$ cat src/rtl/cond_flag_unit.sv
// cond_flag_unit
// Condition/flag stage downstream of the 16-bit ALU in the multicycle CPU.
// Registers the ALU result, keeps the NZCV status register, evaluates the
// ARM-style condition field against the stored flags and gates the
// controller's write strobes with the latched condition result.
//
// Ports:
//   clk         system clock, rising edge
//   reset       asynchronous active-high reset, clears all state
//   alu_result  ALU result, captured into alu_out every cycle
//   n_in..v_in  ALU flag outputs
//   cond        4-bit condition field of the current instruction
//   cond_latch  Decode pulse: latch condition-pass into cond_ex
//   flag_w      [1] update N,Z  [0] update C,V (only when cond_ex=1)
//   pc_update   unconditional PC write
//   pc_s        conditional PC write
//   reg_w       conditional register-file write
//   mem_w       conditional memory write
//   no_write    compare-type op, suppresses register write
//   alu_out     registered ALU result
//   flags       stored status {N,Z,C,V}
//   cond_ex     latched condition-pass
//   pc_write, reg_write, mem_write  gated write strobes
module cond_flag_unit #(
  parameter int WIDTH = 16
) (
  input  logic             clk,
  input  logic             reset,
  input  logic [WIDTH-1:0] alu_result,
  input  logic             n_in,
  input  logic             z_in,
  input  logic             c_in,
  input  logic             v_in,
  input  logic [3:0]       cond,
  input  logic             cond_latch,
  input  logic [1:0]       flag_w,
  input  logic             pc_update,
  input  logic             pc_s,
  input  logic             reg_w,
  input  logic             mem_w,
  input  logic             no_write,
  output logic [WIDTH-1:0] alu_out,
  output logic [3:0]       flags,
  output logic             cond_ex,
  output logic             pc_write,
  output logic             reg_write,
  output logic             mem_write
);

  logic [WIDTH-1:0] alu_out_q;
  logic [3:0]       flags_q, flags_d;
  logic             cond_ex_q, cond_ex_d;
  logic             cond_pass;

  // Stored flag bits, {N,Z,C,V}
  logic f_n, f_z, f_c, f_v;
  assign f_n = flags_q[3];
  assign f_z = flags_q[2];
  assign f_c = flags_q[1];
  assign f_v = flags_q[0];

  // Condition evaluated on the stored flags, never on the live ALU flags.
  always_comb begin
    cond_pass = 1'b1;
    case (cond)
      4'h0:    cond_pass = f_z;
      4'h1:    cond_pass = ~f_z;
      4'h2:    cond_pass = f_c;
      4'h3:    cond_pass = ~f_c;
      4'h4:    cond_pass = f_n;
      4'h5:    cond_pass = ~f_n;
      4'h6:    cond_pass = f_v;
      4'h7:    cond_pass = ~f_v;
      4'h8:    cond_pass = f_c & ~f_z;
      4'h9:    cond_pass = ~f_c | f_z;
      4'hA:    cond_pass = (f_n == f_v);
      4'hB:    cond_pass = (f_n != f_v);
      4'hC:    cond_pass = ~f_z & (f_n == f_v);
      4'hD:    cond_pass = f_z | (f_n != f_v);
      default: cond_pass = 1'b1;  // AL and the unused 0xF encoding
    endcase
  end

  // Flag writes are gated by the currently held cond_ex, so a cond_latch in
  // the same cycle neither enables nor blocks this cycle's flag write.
  always_comb begin
    flags_d   = flags_q;
    cond_ex_d = cond_ex_q;
    if (cond_latch) begin
      cond_ex_d = cond_pass;
    end
    if (cond_ex_q && flag_w[1]) begin
      flags_d[3] = n_in;
      flags_d[2] = z_in;
    end
    if (cond_ex_q && flag_w[0]) begin
      flags_d[1] = c_in;
      flags_d[0] = v_in;
    end
  end

  always_ff @(posedge clk or posedge reset) begin
    if (reset) begin
      alu_out_q <= '0;
      flags_q   <= 4'b0000;
      cond_ex_q <= 1'b0;
    end else begin
      alu_out_q <= alu_result;
      flags_q   <= flags_d;
      cond_ex_q <= cond_ex_d;
    end
  end

  assign alu_out = alu_out_q;
  assign flags   = flags_q;
  assign cond_ex = cond_ex_q;

  // Strobes are combinational off a register, so they carry no extra latency
  // and only change with their controller inputs or a clock edge.
  assign pc_write  = pc_update | (pc_s & cond_ex_q);
  assign reg_write = reg_w & cond_ex_q & ~no_write;
  assign mem_write = mem_w & cond_ex_q;

endmodule

$ cat config.mk
export PLATFORM = sky130hd
export DESIGN_NAME = cond_flag_unit
export DESIGN_NICKNAME = d
export VERILOG_FILES = /design/src/rtl/cond_flag_unit.sv
export SDC_FILE = /design/constraint.sdc
export NUM_CORES = 1
export LEC_CHECK = 0
export BUFFER_PORTS_ARGS = -buffer_cell sky130_fd_sc_hd__buf_2
export CORE_MARGIN = 5
export CORE_UTILIZATION = 34
export DETAILED_ROUTE_END_ITERATION = 10
export GPL_TIMING_DRIVEN = 0
export PLACE_DENSITY = 0.73
export SLEW_MARGIN = 15
export SYNTH_ARGS = -nofsm -noshare
export SYNTH_HDL_FRONTEND = slang
export SYNTH_SLANG_ARGS = --single-unit
$ cat constraint.sdc
create_clock -name clk -period 1.2 [get_ports clk]
set_input_delay 0.06 -clock clk [delete_from_list [all_inputs] [get_ports clk]]
set_output_delay 0.06 -clock clk [all_outputs]
set_load 0.01 [all_outputs]
==> tab_implementation.tex, run 1 <==
\begin{tabular}{lr}
\hline
Metric & Value \\
\hline
\multicolumn{2}{l}{\textbf{Outcome}} \\
\quad Run status & complete, but fails checks \\
\quad Violated checks & negative setup slack \\
\multicolumn{2}{l}{\textbf{Placed design}} \\
\quad Final GP Congestion & 0.8720 \\
\quad Worst slack after detailed placement & -0.1254 ns \\
\quad Number of placed cells counting well taps & 140 \\
\quad Final HPWL from detailed placement & 1539 µm \\
\quad IO buf count & 56 \\
\multicolumn{2}{l}{\textbf{Final layout}} \\
\quad Commonest non-fill, non-tap cells in the layout & buf\_2 (56), dlygate4sd3\_1 (21), dfrtp\_1 (19) \\
\quad Layout Nets & 172 \\
\quad Share of post-route cells with drive strength above 1 & 49.64\% \\
\quad Final cell count without fillers & 165 \\
\quad Post-layout utilization of the core & 61.02\% \\
\quad Most common cell after layout, fill and taps aside & buf\_2 \\
\quad Synth-to-layout area growth & 73.73\% \\
\quad Diode count & 0 \\
\multicolumn{2}{l}{\textbf{Logic synthesis}} \\
\quad Cell area after synthesis & 762.0 µm² \\
\quad Instance count of the mapped netlist & 56 \\
\quad Sequential cell area fraction in the yosys report & 68.97\% \\
\quad Number of unique standard cell types used by synthesis & 22 \\
\quad Mean Syn Cell Area & 13.61 µm² \\
\quad Yosys top cell by area & dfrtp\_1 \\
\quad Area share of the largest cell type after synthesis & 68.97\% \\
\quad Post-synthesis sequential element count & 21 \\
\quad YS warnings & 0 \\
\quad Most area-consuming cells after synthesis & dfrtp\_1 (69\%), mux2\_2 (5.9\%), nand2\_1 (3.9\%) \\
\quad Syn Nets & 90 \\
\multicolumn{2}{l}{\textbf{Clock network}} \\
\quad Later-pin clock latency in the skew report & 0.29 ns \\
\quad CTS H-tree depth & 1 \\
\quad CTS tree & yes \\
\quad Clock Root Buffer & clkbuf\_4 \\
\quad Number of sinks on the clock net & 21 \\
\quad Clock-pin slew on the worst setup and hold paths & 0.11 ns \\
\quad Post-CTS Setup Repair Bufs & 0 \\
\quad Number of buffers created by CTS & 3 \\
\quad CTS max path bufs & 2 \\
\multicolumn{2}{l}{\textbf{Timing}} \\
\quad Headroom to the max-slew limit & 49.87\% \\
\quad Worst-case setup margin in the final layout & -0.1132 ns \\
\quad Final clock skew & 0.004685 ns \\
\quad Final period demand of the worst path & 1.313 ns \\
\quad Worst Max-Slew Pin Slew & 0.7511 ns \\
\quad Count of endpoints failing hold in the final timing report & 0 \\
\quad Final critical-path share of the clock period & 109.4\% \\
\quad Unrepaired setup endpoints after global routing & true \\
\quad Total count of max-transition violations in the final report & 0 \\
\quad Final total negative setup slack & -0.1132 ns \\
\quad Highest clock frequency the design can meet & 0.7615 GHz \\
\quad Number of setup violations in the final report & 1 \\
\multicolumn{2}{l}{\textbf{Detailed routing}} \\
\quad Total number of vias & 736 \\
\quad Final ANT Viol Nets & 0 \\
\quad Count of unresolved DRC violations after routing & 0 \\
\quad Total iterations of the first detailed-routing run & 4 \\
\quad Wire length per cell & 13.38 µm \\
\quad Via-to-Cell Ratio & 4.461 \\
\quad Number of design-rule violations left by the first detailed-router iteration & 7 \\
\quad Total Routed Length & 2208 µm \\
\multicolumn{2}{l}{\textbf{Critical path}} \\
\quad Minimum setup slack among reg-to-reg paths & -0.11 ns \\
\quad Capturing point of the worst reg2reg path & cond\_ex \\
\quad Critical path launch point & flags[3] \\
\quad Last element of the critical path & cond\_ex \\
\quad R2r worst-path depth & 5 \\
\quad Largest fanout on the critical path & 5 \\
\quad Critical Path Source Type & flop \\
\quad Critical path required time & 1.39 ns \\
\quad Kind of end point of the critical path & flop \\
\quad Setup Crit Path Kind & reg2reg \\
\quad Arrival @ worst endpoint & 1.50 ns \\
\quad Reg2Reg Launch Point & flags[3] \\
\multicolumn{2}{l}{\textbf{Floorplan}} \\
\quad Vert. Die Dim & 57.34 µm \\
\quad Die extent in x & 57.34 µm \\
\quad Die area & 3288 µm² \\
\quad Effective utilization at floorplan & 35.12\% \\
\quad Core Box Area & 2170 µm² \\
\quad Core Rows & 17 \\
\quad Count of pins on the block boundary & 58 \\
\multicolumn{2}{l}{\textbf{Pwr}} \\
\quad Peak supply drop & 0.9929 mV \\
\quad Clock power frac & 16.6\% \\
\quad Total internal power & 1316 µW \\
\quad Sequential power share & 49.6\% \\
\quad Power per cell area & 1440 nW/µm² \\
\quad Total power & 1907 µW \\
\quad Leakage power & 0.0006671 µW \\
\quad Switching share of power & 30.97\% \\
\quad Portion of total power attributed to combinational logic & 33.8\% \\
\quad Sw power & 590.5 µW \\
\multicolumn{2}{l}{\textbf{Hold path}} \\
\quad Hold/Removal Path Class & in2reg \\
\multicolumn{2}{l}{\textbf{Global route}} \\
\quad Number of global-route vias before repair & 774 \\
\quad Pin count of the biggest net entering global routing & 22 \\
\quad Number of antenna violations at the first check in global routing & 0 \\
\quad GRT Overall Usage & 13.41\% \\
\quad Wire length of the first global-routing pass & 3456 µm \\
\quad Residual overflow from global routing & 0 \\
\multicolumn{2}{l}{\textbf{Job}} \\
\quad Max capacitance violation total & 0 \\
\hline
\end{tabular}
cells by family (layout without fill, tap and decap cells):
logic type	Yosys count	count (layout)	share of synthesized area, %
DFF	21	21	68.96
and+or+nand+nor	17	17	11.50
AOI/OAI and AO/OA	6	6	5.748
muxes	5	5	7.225
xor gates and xnor gates	4	4	4.599
buffers and inverters	3	84	1.971
area by class of cell:
| type | instances | area [µm²] |
|---|---|---|
| Fill cell | 187 | 845.8 |
| Sequential cell | 21 | 528.0 |
| Timing Repair Buffer | 77 | 490.5 |
| Multi-Input combinational cell | 32 | 229.0 |
| Tap cell | 28 | 35.03 |
| Clock buffer | 4 | 26.28 |
| Buffer | 1 | 7.507 |
| Inverter | 2 | 7.507 |
cell usage after synthesis:
cell / count
nand4b_1: 1
nand2_1: 8
mux2_2: 4
xnor2_1: 3
inv_1: 2
xor2_1: 1
mux2i_1: 1
o32ai_1: 1
nor2_1: 1
and2_1: 1
nand3_1: 1
o21ai_0: 2
nand2b_1: 1
nor4_1: 1
a21oi_2: 1
dfrtp_1: 21
nor4b_1: 1
a21o_1: 1
buf_4: 1
nor3_1: 1
nand3b_1: 1
o311ai_1: 1
through the flow:
| step | hold slack [ns] | area, µm² |
|---|---|---|
| floorplan | 0.03639 | 772.0 |
| global placement | 0.1682 | 1087 |
| detailed placement | 0.1697 | 1087 |
| CTS | 0.0006644 | 1314 |
| global route | 0.03845 | 1324 |
| finish | 0.04337 | 1324 |
how the worst min path moves through the flow:
stage | from | depth (start not counted) | endpoint
2_1_floorplan | reset | 1 | alu_out[0]
3_3_place_gp | alu_result[3] | 1 | alu_out[3]
3_5_place_dp | alu_result[6] | 1 | alu_out[6]
4_1_cts | v_in | 2 | flags[0]
5_1_grt | cond_latch | 3 | cond_ex
6_report | cond_latch | 3 | cond_ex
power groups by stage:
stage	Combinational [µW]	Sequential (µW)	Clock (µW)
2_1_floorplan	316	998	0
3_3_place_gp	580	952	0
3_5_place_dp	596	958	0
4_1_cts	647	943	336
5_1_grt	715	958	365
6_report	645	945	317
flip-flops by register name, indices dropped and copies added (netlist names):
signal	cells
alu_out	16
cond_ex	1
flags	4
layer usage:
metal  track usage, %  wire (µm)
met1            14.88        808
met2            22.74       1062
met3            6.561        306
met4            3.642         30
met5                0          0
critical path, stage by stage, from the launching register on:
cell and delay, ns:
dfrtp_2 0.46, xnor2_2 0.19, nand3_1 0.11, a21oi_2 0.14, xnor2_1 0.07, o311ai_1 0.24
what timing repair did:
action	4_1_cts	5_1_grt
hold buffers	20	1
endpoints found under the setup margin	1	1
cloned	0	0
pin swaps	1	0
endpoints found under the hold margin	40	1
gates resized for setup	1	0
(Power assumes the default switching activity.)
==> run 2, diff against run 1 <==
- CELL_PAD_IN_SITES_DETAIL_PLACEMENT: unset -> 1
- CELL_PAD_IN_SITES_GLOBAL_PLACEMENT: unset -> 1
- CORE_ASPECT_RATIO: unset -> 1.75
- CORE_UTILIZATION: 34 -> 25
- PLACE_DENSITY: 0.73 -> unset
- PLACE_DENSITY_LB_ADDON: unset -> 0.1
==> run 2 against run 1 <==
Net effect: the run still ends with negative setup slack left; global-route usage shrank 2.0 points; total power grew 12%; core utilization shrank 16 points; critical path depth grew 1.
==> tab_implementation.tex, run 2 (synthesis gave the netlist of run 1 again) <==
\begin{tabular}{lr}
\hline
Metric & Value \\
\hline
\multicolumn{2}{l}{\textbf{Pwr}} \\
\quad Leakage power & 0.0006726 µW \\
\quad Peak supply drop & 1.003 mV \\
\quad Power per cell area & 1610 nW/µm² \\
\multicolumn{2}{l}{\textbf{Final layout}} \\
\quad Most common cell after layout, fill and taps aside & buf\_2 \\
\quad Share of post-route cells with drive strength above 1 & 52.21\% \\
\quad Commonest non-fill, non-tap cells in the layout & buf\_2 (56), dfrtp\_1 (19), dlygate4sd3\_1 (17) \\
\quad Largest register FFs & 16 \\
\quad Synth-to-layout area growth & 73.89\% \\
\quad Diode count & 0 \\
\quad Layout Nets & 171 \\
\quad Design area & 1325 µm² \\
\quad Final cell count without fillers & 164 \\
\multicolumn{2}{l}{\textbf{Global route}} \\
\quad Met2 track utilization from global routing & 21.23\% \\
\quad Number of global-route vias before repair & 828 \\
\quad Residual overflow from global routing & 0 \\
\quad Layer with the highest usage after global routing & met2 \\
\quad GRT Overall Usage & 11.36\% \\
\quad Number of antenna violations at the first check in global routing & 0 \\
\quad Global routing met1 resource utilization & 10.92\% \\
\quad Pin count of the biggest net entering global routing & 22 \\
\quad Wire length of the first global-routing pass & 3732 µm \\
\quad Met3 track demand over resource & 3.584\% \\
\multicolumn{2}{l}{\textbf{Timing}} \\
\quad Total count of max-transition violations in the final report & 0 \\
\quad Worst-case setup margin in the final layout & -0.1678 ns \\
\quad Final period demand of the worst path & 1.368 ns \\
\quad Headroom to the max-slew limit & 50.65\% \\
\quad Worst Max-Slew Pin Slew & 0.7395 ns \\
\quad Final clock skew & 0.002698 ns \\
\quad Final critical-path share of the clock period & 114.0\% \\
\quad Number of setup violations in the final report & 1 \\
\quad Unrepaired setup endpoints after global routing & true \\
\quad Count of endpoints failing hold in the final timing report & 0 \\
\quad Highest clock frequency the design can meet & 0.7311 GHz \\
\multicolumn{2}{l}{\textbf{Hold path}} \\
\quad Capture endpoint of the worst hold path & flags[0] \\
\quad Worst min-delay path startpoint & v\_in \\
\quad Hold/Removal Path Class & in2reg \\
\quad Worst Hold Depth & 2 \\
\multicolumn{2}{l}{\textbf{Critical path}} \\
\quad Largest fanout on the critical path & 4 \\
\quad Arrival @ worst endpoint & 1.49 ns \\
\quad Setup Crit Path Kind & reg2reg \\
\quad Kind of cell adding the most delay to the critical path & flip-flops \\
\quad Slowest-stage cell, CP & dfrtp\_2 \\
\quad Critical path required time & 1.32 ns \\
\quad Critical Path Source Type & flop \\
\quad Stage delay of the slowest cell on the critical path & 0.44 ns \\
\quad Minimum setup slack among reg-to-reg paths & -0.17 ns \\
\quad Critical path buffers and inverters & 1 \\
\quad R2r worst-path depth & 6 \\
\quad Kind of end point of the critical path & flop \\
\quad Ordered cell list for the critical path & xnor2\_2, buf\_4, xnor2\_1, o32ai\_1, o21ai\_1, o311ai\_1 \\
\quad Capturing point of the worst reg2reg path & cond\_ex \\
\quad Reg2Reg Launch Point & flags[0] \\
\multicolumn{2}{l}{\textbf{Floorplan}} \\
\quad Die extent in x & 51.74 µm \\
\quad Core Rows & 26 \\
\quad Die area & 4296 µm² \\
\quad Vert. Die Dim & 83.04 µm \\
\quad Count of pins on the block boundary & 58 \\
\quad Core Box Area & 2928 µm² \\
\quad Effective utilization at floorplan & 26.03\% \\
\multicolumn{2}{l}{\textbf{Placed design}} \\
\quad Dpl cell area & 1087 µm² \\
\quad Final GP Congestion & 0.6846 \\
\quad IO buf count & 56 \\
\quad Number of placed cells counting well taps & 140 \\
\quad Final HPWL from detailed placement & 1777 µm \\
\multicolumn{2}{l}{\textbf{Clock network}} \\
\quad Number of sinks on the clock net & 21 \\
\quad Later-pin clock latency in the skew report & 0.25 ns \\
\quad CTS tree & yes \\
\quad Number of buffers created by CTS & 3 \\
\quad CTS max path bufs & 2 \\
\quad Clock-pin slew on the worst setup and hold paths & 0.07 ns \\
\quad CTS H-tree depth & 1 \\
\quad Clock Root Buffer & clkbuf\_8 \\
\multicolumn{2}{l}{\textbf{Detailed routing}} \\
\quad Number of design-rule violations left by the first detailed-router iteration & 2 \\
\quad Total iterations of the first detailed-routing run & 2 \\
\quad Count of unresolved DRC violations after routing & 0 \\
\quad Final ANT Viol Nets & 0 \\
\quad Via-to-Cell Ratio & 4.604 \\
\quad Total number of vias & 755 \\
\quad Wire length per cell & 13.70 µm \\
\quad Total Routed Length & 2246 µm \\
\multicolumn{2}{l}{\textbf{Outcome}} \\
\quad Run status & complete, but fails checks \\
\quad Violated checks & negative setup slack \\
\multicolumn{2}{l}{\textbf{Job}} \\
\quad Max capacitance violation total & 0 \\
\hline
\end{tabular}
==> run 2: cell types whose count changed in the layout (fill, tap and decap cells not counted), sizes merged <==
cell / previous run / this run
dlygate4sd3: 21 / 17
buf: 57 / 60
==> run 2: worst max-delay path by stage <==
stage / startpoint / endpoint / slack, ns / cells past startpoint
final: flags[0] / cond_ex / -0.17 / 6
after global routing: flags[3] / cond_ex / -0.25 / 5
after CTS: flags[0] / cond_ex / -0.20 / 5
after detailed placement: flags[0] / cond_ex / -0.18 / 5
after global placement: flags[0] / cond_ex / -0.16 / 5
after floorplan: flags[0] / cond_ex / -0.03 / 5
==> run 2: where the power goes <==
group,internal (µW),total [µW],switching [µW]
Clock,235,434,199
Combinational,439,760,321
Sequential,823,940,117
Total,1500,2130,636
==> run 2: area by class of cell <==
type,count,area [µm²]
Tap cell,28,35.03
Sequential cell,21,528.0
Buffer,1,7.507
Inverter,2,7.507
Fill cell,341,1603
Clock buffer,4,45.04
Timing Repair Buffer,76,473.0
Multi-Input combinational cell,32,229.0
==> run 2: routing by layer <==
metal  vias to the layer above  share of wire, %
met5                         -                 0
met4                         0               1.7
met3                         4               8.8
met2                        33                59
met1                       366                31
li1                        352                 -
==> run 2: worst reg2reg max path: stages, from the launching register on <==
cell      delay, ns
dfrtp_2        0.44
xnor2_2        0.14
buf_4          0.14
xnor2_1        0.13
o32ai_1        0.12
o21ai_1        0.15
o311ai_1       0.12
==> run 2: repair_timing <==
item	CTS	global route
gates resized for setup	0	1
endpoints found under the hold margin	37	0
pin swaps	0	2
setup buffers	0	3
setup endpoints to repair	1	1
cloned	0	0
hold buffers	17	0
==> run 2: metrics by stage <==
step           util, %  power [µW]  setup slack, ns  hold slack, ns  setup TNS (ns)
2_1_floorplan        -        1314         -0.02581         0.03639        -0.02581
3_3_place_gp     37.14        1572          -0.1553          0.1682         -0.1553
3_5_place_dp     37.14        1589          -0.1842          0.1695         -0.1842
4_1_cts          44.49        2073          -0.1994         0.03794         -0.1994
5_1_grt          45.26        2285          -0.2457         0.03264         -0.2457
6_report         45.26        2134          -0.1678         0.04287         -0.1678
==> run 3, diff against run 2 <==
- PLACE_DENSITY_LB_ADDON: 0.1 -> 0.3
==> run 3 against run 2 <==
Net effect: the flow still finishes with violations (negative setup slack); register-to-register slack improved by 0.05 ns; cell area decreased by 0.85%; sequential share of layout area increased by 0.34 points; first-iteration DRC count increased to 7.0 times the previous value; clock power increased by 1%; global-route usage increased by 1.8 points; worst setup slack improved by 0.053 ns; largest cell class unchanged.
==> tab_implementation.tex, run 3 (synthesis gave the netlist of run 1 again) <==
\begin{tabular}{lr}
\hline
Metric & Value \\
\hline
\multicolumn{2}{l}{\textbf{Outcome}} \\
\quad Run status & complete, but fails checks \\
\quad Violated checks & negative setup slack \\
\multicolumn{2}{l}{\textbf{Floorplan}} \\
\quad Vert. Die Dim & 83.04 µm \\
\quad Core Rows & 26 \\
\quad Die extent in x & 51.74 µm \\
\quad Core Box Area & 2928 µm² \\
\quad Effective utilization at floorplan & 26.03\% \\
\quad Count of pins on the block boundary & 58 \\
\quad Die area & 4296 µm² \\
\multicolumn{2}{l}{\textbf{Clock network}} \\
\quad Number of buffers created by CTS & 3 \\
\quad Clock-pin slew on the worst setup and hold paths & 0.07 ns \\
\quad Later-pin clock latency in the skew report & 0.25 ns \\
\quad Number of sinks on the clock net & 21 \\
\quad CTS tree & yes \\
\quad CTS H-tree depth & 1 \\
\quad CTS max path bufs & 2 \\
\quad Clock Root Buffer & clkbuf\_8 \\
\multicolumn{2}{l}{\textbf{Detailed routing}} \\
\quad Count of unresolved DRC violations after routing & 0 \\
\quad Total Routed Length & 2538 µm \\
\quad Number of design-rule violations left by the first detailed-router iteration & 14 \\
\quad Total iterations of the first detailed-routing run & 2 \\
\quad Final ANT Viol Nets & 0 \\
\quad Via-to-Cell Ratio & 4.673 \\
\quad Wire length per cell & 15.67 µm \\
\quad Total number of vias & 757 \\
\multicolumn{2}{l}{\textbf{Pwr}} \\
\quad Sequential power share & 45.6\% \\
\quad Power per cell area & 1575 nW/µm² \\
\quad Leakage power & 0.0006578 µW \\
\quad Clock power frac & 21.3\% \\
\quad Sw power & 631.5 µW \\
\quad Total internal power & 1437 µW \\
\quad Switching share of power & 30.53\% \\
\quad Portion of total power attributed to combinational logic & 33.1\% \\
\quad Peak supply drop & 0.9452 mV \\
\multicolumn{2}{l}{\textbf{Placed design}} \\
\quad Worst slack after detailed placement & -0.1367 ns \\
\quad Final HPWL from detailed placement & 1863 µm \\
\quad Final GP Congestion & 0.6846 \\
\quad IO buf count & 56 \\
\multicolumn{2}{l}{\textbf{Global route}} \\
\quad Residual overflow from global routing & 0 \\
\quad GRT Overall Usage & 13.14\% \\
\quad Number of global-route vias before repair & 919 \\
\quad Wire length of the first global-routing pass & 4326 µm \\
\quad Number of antenna violations at the first check in global routing & 0 \\
\quad Pin count of the biggest net entering global routing & 22 \\
\multicolumn{2}{l}{\textbf{Timing}} \\
\quad Unrepaired setup endpoints after global routing & true \\
\quad Hold WS & 0.04160 ns \\
\quad Headroom to the max-slew limit & 70.68\% \\
\quad Highest clock frequency the design can meet & 0.7604 GHz \\
\quad Number of setup violations in the final report & 1 \\
\quad Worst-case setup margin in the final layout & -0.1150 ns \\
\quad Final clock skew & 0.002340 ns \\
\quad Worst Max-Slew Pin Slew & 0.4388 ns \\
\quad Final critical-path share of the clock period & 109.6\% \\
\quad Final period demand of the worst path & 1.315 ns \\
\quad Total count of max-transition violations in the final report & 0 \\
\quad Count of endpoints failing hold in the final timing report & 0 \\
\multicolumn{2}{l}{\textbf{Critical path}} \\
\quad Last element of the critical path & cond\_ex \\
\quad R2r worst-path depth & 5 \\
\quad Capturing point of the worst reg2reg path & cond\_ex \\
\quad Largest fanout on the critical path & 2 \\
\quad Setup Crit Path Kind & reg2reg \\
\quad Critical Path Source Type & flop \\
\quad Critical path required time & 1.35 ns \\
\quad Critical path launch point & flags[3] \\
\quad Arrival @ worst endpoint & 1.46 ns \\
\quad Reg2Reg Launch Point & flags[3] \\
\quad Kind of end point of the critical path & flop \\
\quad Minimum setup slack among reg-to-reg paths & -0.12 ns \\
\multicolumn{2}{l}{\textbf{Final layout}} \\
\quad Commonest non-fill, non-tap cells in the layout & buf\_2 (56), dfrtp\_1 (19), dlygate4sd3\_1 (17) \\
\quad Share of post-route cells with drive strength above 1 & 52.24\% \\
\quad Most common cell after layout, fill and taps aside & buf\_2 \\
\quad Largest register FFs & 16 \\
\quad Synth-to-layout area growth & 72.41\% \\
\quad Diode count & 0 \\
\quad Layout Nets & 169 \\
\multicolumn{2}{l}{\textbf{Job}} \\
\quad Max capacitance violation total & 0 \\
\multicolumn{2}{l}{\textbf{Hold path}} \\
\quad Hold/Removal Path Class & in2reg \\
\hline
\end{tabular}
[run 3: cell type report]
type                    count  area [µm²]
fillers                   330        1614
flip-flops and latches     21       528.0
repair buffers             74       457.9
plain buffers               1       7.507
multi-input cells          32       229.0
well taps                  28       35.03
clock buffers               4       45.04
inverters                   2       11.26
[run 3: per-stage QoR]
| step | power, µW | cell area, µm² | utilization [%] | TNS [ns] | std cells |
|---|---|---|---|---|---|
| floorplan | 1314 | 772.0 | - | -0.02581 | 56 |
| global placement | 1560 | 1087 | 37.14 | -0.1325 | 140 |
| detailed placement | 1587 | 1087 | 37.14 | -0.1367 | 140 |
| CTS | 2107 | 1310 | 44.74 | -0.1435 | 162 |
| global route | 2226 | 1314 | 44.87 | -0.2436 | 162 |
| finish | 2069 | 1314 | 44.87 | -0.1150 | 162 |
[run 3: power by group through the flow]
| stage | sequential (µW) | combinational (µW) | clock, µW |
|---|---|---|---|
| after detailed placement | 975 | 612 | 0 |
| after CTS | 948 | 699 | 460 |
| after floorplan | 998 | 316 | 0 |
| final | 943 | 685 | 440 |
| after global routing | 968 | 760 | 498 |
| after global placement | 963 | 597 | 0 |
[run 3: worst min path at each step]
stage	start	endpoint	slack, ns	cells after the start
global route	v_in	flags[0]	0.04	2
global placement	alu_result[9]	alu_out[9]	0.17	1
detailed placement	alu_result[4]	alu_out[4]	0.17	1
finish	c_in	flags[1]	0.04	2
CTS	c_in	flags[1]	0.04	2
floorplan	reset	alu_out[0]	0.04	1
[run 3: per-layer routing]
layer,up-vias,global-route usage (%),routed length (µm)
met5,-,0,0
met4,0,3.580,16
met3,4,5.556,283
met2,45,24.25,1435
met1,360,12.68,804
li1,348,-,-
[run 3: critical path: stages, from the launching register on]
cell      delay, ns
dfrtp_2        0.43
xnor2_2        0.19
nand3_1        0.11
a21oi_2        0.15
xnor2_1        0.09
o311ai_1       0.24
[run 3: what timing repair did]
item / in CTS / in global routing
buffers inserted: 1 / 0
endpoints found under the hold margin: 37 / 0
endpoints found under the setup margin: 1 / 3
hold buffers: 17 / 0
pin swaps: 1 / 0
gates resized for setup: 0 / 1
